<file path="src/rtl/collision_ctrl.sv">
// collision_ctrl -- round state machine and collision/score judge for the
// flappy-bird game core.
//
// Ports:
//   Clk, reset          rising-edge clock, synchronous active-high reset
//   Start               level, leaves INIT and begins a round (clears Score)
//   Ack                 level, leaves DEAD back to INIT
//   Frame_Tick          one-cycle pulse per frame; positions only judged then
//   Bird_X, Bird_Y      signed 10-bit bird left/top edge
//   Pipe_X, Gap_Y       unsigned 10-bit pipe column left edge / gap top edge
//   q_Init/q_Play/q_Dead one-hot state flags (registered)
//   Phys_Hold           high in INIT or DEAD, freezes flight physics
//   Collision           one-cycle pulse in the cycle after PLAY->DEAD
//   Score               pipes passed this round, saturating at 255
module collision_ctrl #(
  parameter int BIRD_SIZE  = 32'sd16,
  parameter int PIPE_WIDTH = 32'sd40,
  parameter int GAP_HEIGHT = 32'sd120,
  parameter int GROUND_Y   = 32'sd464
) (
  input  logic              Clk,
  input  logic              reset,
  input  logic              Start,
  input  logic              Ack,
  input  logic              Frame_Tick,
  input  logic signed [9:0] Bird_X,
  input  logic signed [9:0] Bird_Y,
  input  logic        [9:0] Pipe_X,
  input  logic        [9:0] Gap_Y,
  output logic              q_Init,
  output logic              q_Play,
  output logic              q_Dead,
  output logic              Phys_Hold,
  output logic              Collision,
  output logic        [7:0] Score
);

  // One-hot encoding so the q_* flags are plain register bits.
  typedef enum logic [2:0] {
    ST_INIT = 3'b001,
    ST_PLAY = 3'b010,
    ST_DEAD = 3'b100
  } state_t;

  // 12 bits signed holds every sum below (max 1023+120) without overflow.
  localparam logic signed [11:0] BIRD_SIZE_C  = 12'(BIRD_SIZE);
  localparam logic signed [11:0] PIPE_WIDTH_C = 12'(PIPE_WIDTH);
  localparam logic signed [11:0] GAP_HEIGHT_C = 12'(GAP_HEIGHT);
  localparam logic signed [11:0] GROUND_Y_C   = 12'(GROUND_Y);

  state_t              state_r;
  logic                phys_hold_r;
  logic                collision_r;
  logic          [7:0] score_r;
  logic                scored_r;

  logic signed  [11:0] bird_x_s;
  logic signed  [11:0] bird_y_s;
  logic signed  [11:0] pipe_x_s;
  logic signed  [11:0] gap_y_s;
  logic signed  [11:0] pipe_right_s;
  logic                overlap_x_s;
  logic                outside_gap_s;
  logic                hit_s;
  logic                pipe_behind_s;
  logic                pass_s;

  // Widen inputs: signed positions sign-extend, unsigned ones zero-extend.
  always_comb begin
    bird_x_s     = {{2{Bird_X[9]}}, Bird_X};
    bird_y_s     = {{2{Bird_Y[9]}}, Bird_Y};
    pipe_x_s     = {2'b00, Pipe_X};
    gap_y_s      = {2'b00, Gap_Y};
    pipe_right_s = pipe_x_s + PIPE_WIDTH_C;
  end

  // Hit/pass judgement; strict comparisons so touching edges are not hits.
  always_comb begin
    overlap_x_s   = ((bird_x_s + BIRD_SIZE_C) > pipe_x_s) && (bird_x_s < pipe_right_s);
    outside_gap_s = (bird_y_s < gap_y_s) ||
                    ((bird_y_s + BIRD_SIZE_C) > (gap_y_s + GAP_HEIGHT_C));
    hit_s         = (bird_y_s < 12'sd0) || (bird_y_s > GROUND_Y_C) ||
                    (overlap_x_s && outside_gap_s);
    pipe_behind_s = pipe_right_s < bird_x_s;
    pass_s        = pipe_behind_s && !scored_r;
  end

  // Round FSM with its registered outputs, score counter and scored flag.
  always_ff @(posedge Clk) begin
    if (reset) begin
      state_r     <= ST_INIT;
      phys_hold_r <= 1'b1;
      collision_r <= 1'b0;
      score_r     <= 8'd0;
      scored_r    <= 1'b0;
    end else begin
      collision_r <= 1'b0;
      case (state_r)
        ST_INIT: begin
          if (Start) begin
            state_r     <= ST_PLAY;
            phys_hold_r <= 1'b0;
            score_r     <= 8'd0;
          end else begin
            phys_hold_r <= 1'b1;
          end
        end
        ST_PLAY: begin
          if (Frame_Tick) begin
            // A pipe at or ahead of the bird re-arms scoring for that pipe.
            if (!pipe_behind_s) begin
              scored_r <= 1'b0;
            end else if (pass_s && !hit_s) begin
              scored_r <= 1'b1;
            end else begin
              scored_r <= scored_r;
            end
            if (hit_s) begin
              state_r     <= ST_DEAD;
              phys_hold_r <= 1'b1;
              collision_r <= 1'b1;
            end else if (pass_s && (score_r != 8'd255)) begin
              score_r <= score_r + 8'd1;
            end else begin
              score_r <= score_r;
            end
          end else begin
            phys_hold_r <= 1'b0;
          end
        end
        ST_DEAD: begin
          phys_hold_r <= 1'b1;
          if (Ack) begin
            state_r <= ST_INIT;
          end else begin
            state_r <= ST_DEAD;
          end
        end
        default: begin
          state_r     <= ST_INIT;
          phys_hold_r <= 1'b1;
          score_r     <= 8'd0;
          scored_r    <= 1'b0;
        end
      endcase
    end
  end

  assign q_Init    = state_r[0];
  assign q_Play    = state_r[1];
  assign q_Dead    = state_r[2];
  assign Phys_Hold = phys_hold_r;
  assign Collision = collision_r;
  assign Score     = score_r;

endmodule
</file>
<file path="config.mk">
export PLATFORM = sky130hd
export DESIGN_NAME = collision_ctrl
export DESIGN_NICKNAME = d
export VERILOG_FILES = /design/src/rtl/collision_ctrl.sv
export SDC_FILE = /design/constraint.sdc
export NUM_CORES = 1
export LEC_CHECK = 0
export CELL_PAD_IN_SITES_DETAIL_PLACEMENT = 2
export CELL_PAD_IN_SITES_GLOBAL_PLACEMENT = 2
export CORE_UTILIZATION = 25
export DETAILED_ROUTE_END_ITERATION = 16
export PLACE_DENSITY_LB_ADDON = 0.1
export RECOVER_POWER = 100
export SYNTH_ARGS = -nofsm -noshare
export SYNTH_HDL_FRONTEND = slang
export SYNTH_SLANG_ARGS = --single-unit
</file>
<file path="constraint.sdc">
create_clock -name Clk -period 2.9 [get_ports Clk]
set_input_delay 0.435 -clock Clk [delete_from_list [all_inputs] [get_ports Clk]]
set_output_delay 0.435 -clock Clk [all_outputs]
set_load 0.02 [all_outputs]
</file>
==> qor.yml <==
status:
  status: "finished clean"
clock_tree:
  clk_pin_slew_ns: 0.06
  htreeDepth: 1
  cts_root_buffer: "clkbuf_8"
  numCtsBuffers: 3
  clk_latency_ns: 0.24
  cts_tree: "built"
  cts_buffer_depth: 2
  cts.sink_count: 14
placed_design:
  numPortBuffers: 57
  dpl.hpwl_um: 6010
  placed_area_mm2: 0.00307
  gp_congestion: 0.795
  post-place-ws_ns: -0.448
critical_path:
  worstPathMaxFanout: 5
  critPathLaunch: "Gap_Y[4]"
  regToRegSetupSlack_ns: 0.86
  timing.critical_path.arrival_ns: 2.84
  crit_type: "in2reg"
  reg2regPathDepth: 8
  worstSetupEndpointType: "register"
  r2r_start: "Score[0]"
  crit_chain: "clkdlybuf4s50_1 -> nor3_1 -> buf_4 -> a21o_1 -> xnor2_1 -> ha_1 -> nand4_1 -> nor4b_2 -> a221oi_2 -> o31ai_1 -> buf_4 -> o22ai_1"
  crit_top_cell: "buf_4"
  worstPathRequired_ns: 3.00
  crit_path_top_delay_cell: "clkdlybuf4s50_1"
  critPathCapture: "state_r[2]"
  crit_path_start_kind: "input port"
  r2r_end: "Score[0]"
  cp_slowest_stage_delay_ns: 0.42
finish:
  fillers: 903
  mostFrequentLayoutCells: "40 x ha_1, 39 x buf_4, 37 x inv_1"
  utilization_pct: 40.6
  fin_area_mm2: 0.00320
  drive_above_1_share_pct: 18.2
  num-nets-final: 446
  final_common_cell: "ha_1"
  num_antenna_cells: 0
  area_delta_synth_final_pct: 54.0
routing:
  route.antenna.remaining_nets: 0
  vias: 2290
  routed_wl_um: 6890
  first_pass_iters: 4
  wire_per_inst_um: 15.0
  drt_iter0_drc: 49
  vias_per_cell: 4.99
  drc: 0
timing:
  slew_violations: 0
  fin_crit_ns: 2.73
  setup_viol: 0
  slew_headroom_pct: 66.0
  finalHoldViolations: 0
  layout_setup_ws_ns: 0.165
  skew_ns: 0.00138
  fin_setup_tns_ns: 0
  rsz0062_at_grt: "true"
  timing.final.crit_share_pct: 94.3
  fmax_mhz: 366
  tightestPinTransition_ns: 0.509
hold_path:
  worstHoldPathCells: 2
  min_path_type: "reg2reg"
floorplanning:
  die_w_um: 93.2
  coreArea_mm2: 0.00789
  start_util_pct: 26.3
  io_pins: 58
  die_y_um: 93.2
  rows: 32
  die-area_mm2: 0.00868
logic_synthesis:
  seq_area_frac_synth_pct: 13.5
  yosysUniqueCellTypes: 52
  yosysTopAreaCellShare_pct: 25.9
  syn_area_per_cell_um2: 8.06
  yosysWarningCount: 0
  ys_async_sr_fraction_pct: 0
  syn-instance-count: 258
  syn-num-nets: 346
  syn_area_mm2: 0.00208
  synth_area_leaders: "ha_1 26%, dfxtp_1 13%, inv_1 6.7%, xnor2_1 6.3%, nand3_1 4.1%"
  synth_edf_count: 0
  ys_ff_latch: 14
  synthFlopType: "dfxtp_1"
  synth_area_leader_cell: "ha_1"
global_route:
  track_usage_pct: 16.7
  antenna_found_initial: 0
  grt_pass1_vias: 2474
  grt_pass1_wl_um: 11700
  grt_start_max_net_pins: 14
  grt_overflow: 0
power:
  p_sw_share_pct: 33.2
  p_leak_nw: 1.50
  pwr-share-comb_pct: 50.0
  power_density_mw_per_mm2: 245
  pwr-share-clk_pct: 24.4
  p_sw_uw: 260
  p_seq_share_pct: 25.6
  total_power_uw: 784
  irDropWorstVdd_uv: 123
  p_int_uw: 524
job:
  cap_violations: 0
## flip-flops by register name, indices dropped and copies added (netlist names)
signal / flops
scored_r: 1
Score: 8
Phys_Hold: 1
state_r: 3
Collision: 1
## cell families after synthesis
kind of cell               synth area share (%)
buffers and inverters                      7.59
and+or+nand+nor                            20.8
adders and majority gates                  25.9
DFF                                        13.5
xor gates and xnor gates                   7.59
AOI/OAI and AO/OA                          24.1
muxes                                     0.482
## power groups by stage
stage | clock, mW | sequential [mW] | combinational [mW]
floorplan | 0 | 0.208 | 0.187
global placement | 0 | 0.205 | 0.369
detailed placement | 0 | 0.206 | 0.382
CTS | 0.198 | 0.201 | 0.391
global route | 0.207 | 0.202 | 0.442
finish | 0.191 | 0.201 | 0.392
## area by class of cell
| type | count | area, um2 | area share [%] |
|---|---|---|---|
| clock buffer | 4 | 55.1 | 1.72 |
| timing repair buffer | 98 | 872 | 27.2 |
| multi-input combinational | 204 | 1730 | 53.9 |
| sequential | 14 | 280 | 8.76 |
| tap | 102 | 128 | 3.99 |
| inverter | 37 | 139 | 4.34 |
## how the worst min path moves through the flow
| stage | endpoint | from | slack, ns |
|---|---|---|---|
| 4_1_cts | Score[1] | Score[1] | 0.54 |
| 2_1_floorplan | scored_r | scored_r | 0.50 |
| 3_3_place_gp | scored_r | scored_r | 0.52 |
| 3_5_place_dp | Score[1] | Score[1] | 0.53 |
| 6_report | Score[1] | Score[1] | 0.52 |
| 5_1_grt | Score[1] | Score[1] | 0.56 |
## cell usage after synthesis, types with 6 or more instances
cell     instances
xnor2_1         15
dfxtp_1         14
a32o_1           6
and3_1           6
nand3_1         17
o21ai_0          7
nor2_1           6
nand2_1          9
nor3_1           6
ha_1            43
a21o_1           6
a21oi_1         14
inv_1           37
## through the flow
step	std cells	hold slack, ns
floorplan	258	0.498
global placement	455	0.522
detailed placement	455	0.526
CTS	459	0.536
global route	459	0.559
finish	459	0.520
## worst max-delay path: cells and delay by family
kind	cells	cell delay (ns)
xor gates and xnor gates	1	0.09
and+or+nand+nor	3	0.77
adders and majority gates	1	0.32
AOI/OAI and AO/OA	4	0.46
buffers and inverters	3	0.76
## repair_timing
| action | 4_1_cts | 5_1_grt |
|---|---|---|
| endpoints found under the setup margin | 13 | 11 |
| gates resized for setup | 15 | 18 |
| hold buffers | 0 | 0 |
| setup buffers | 0 | 0 |
| pin swaps | 2 | 11 |
## routing by layer
metal / track usage [%] / wire, um / vias to the layer above
met1: 21.5 / 3290 / 1101
met2: 30.5 / 3440 / 33
li1: - / - / 1154
met4: 2.44 / 30 / 0
met3: 1.63 / 140 / 2
met5: 0 / 0 / -
No activity file was read; power rests on OpenSTA's default activity.
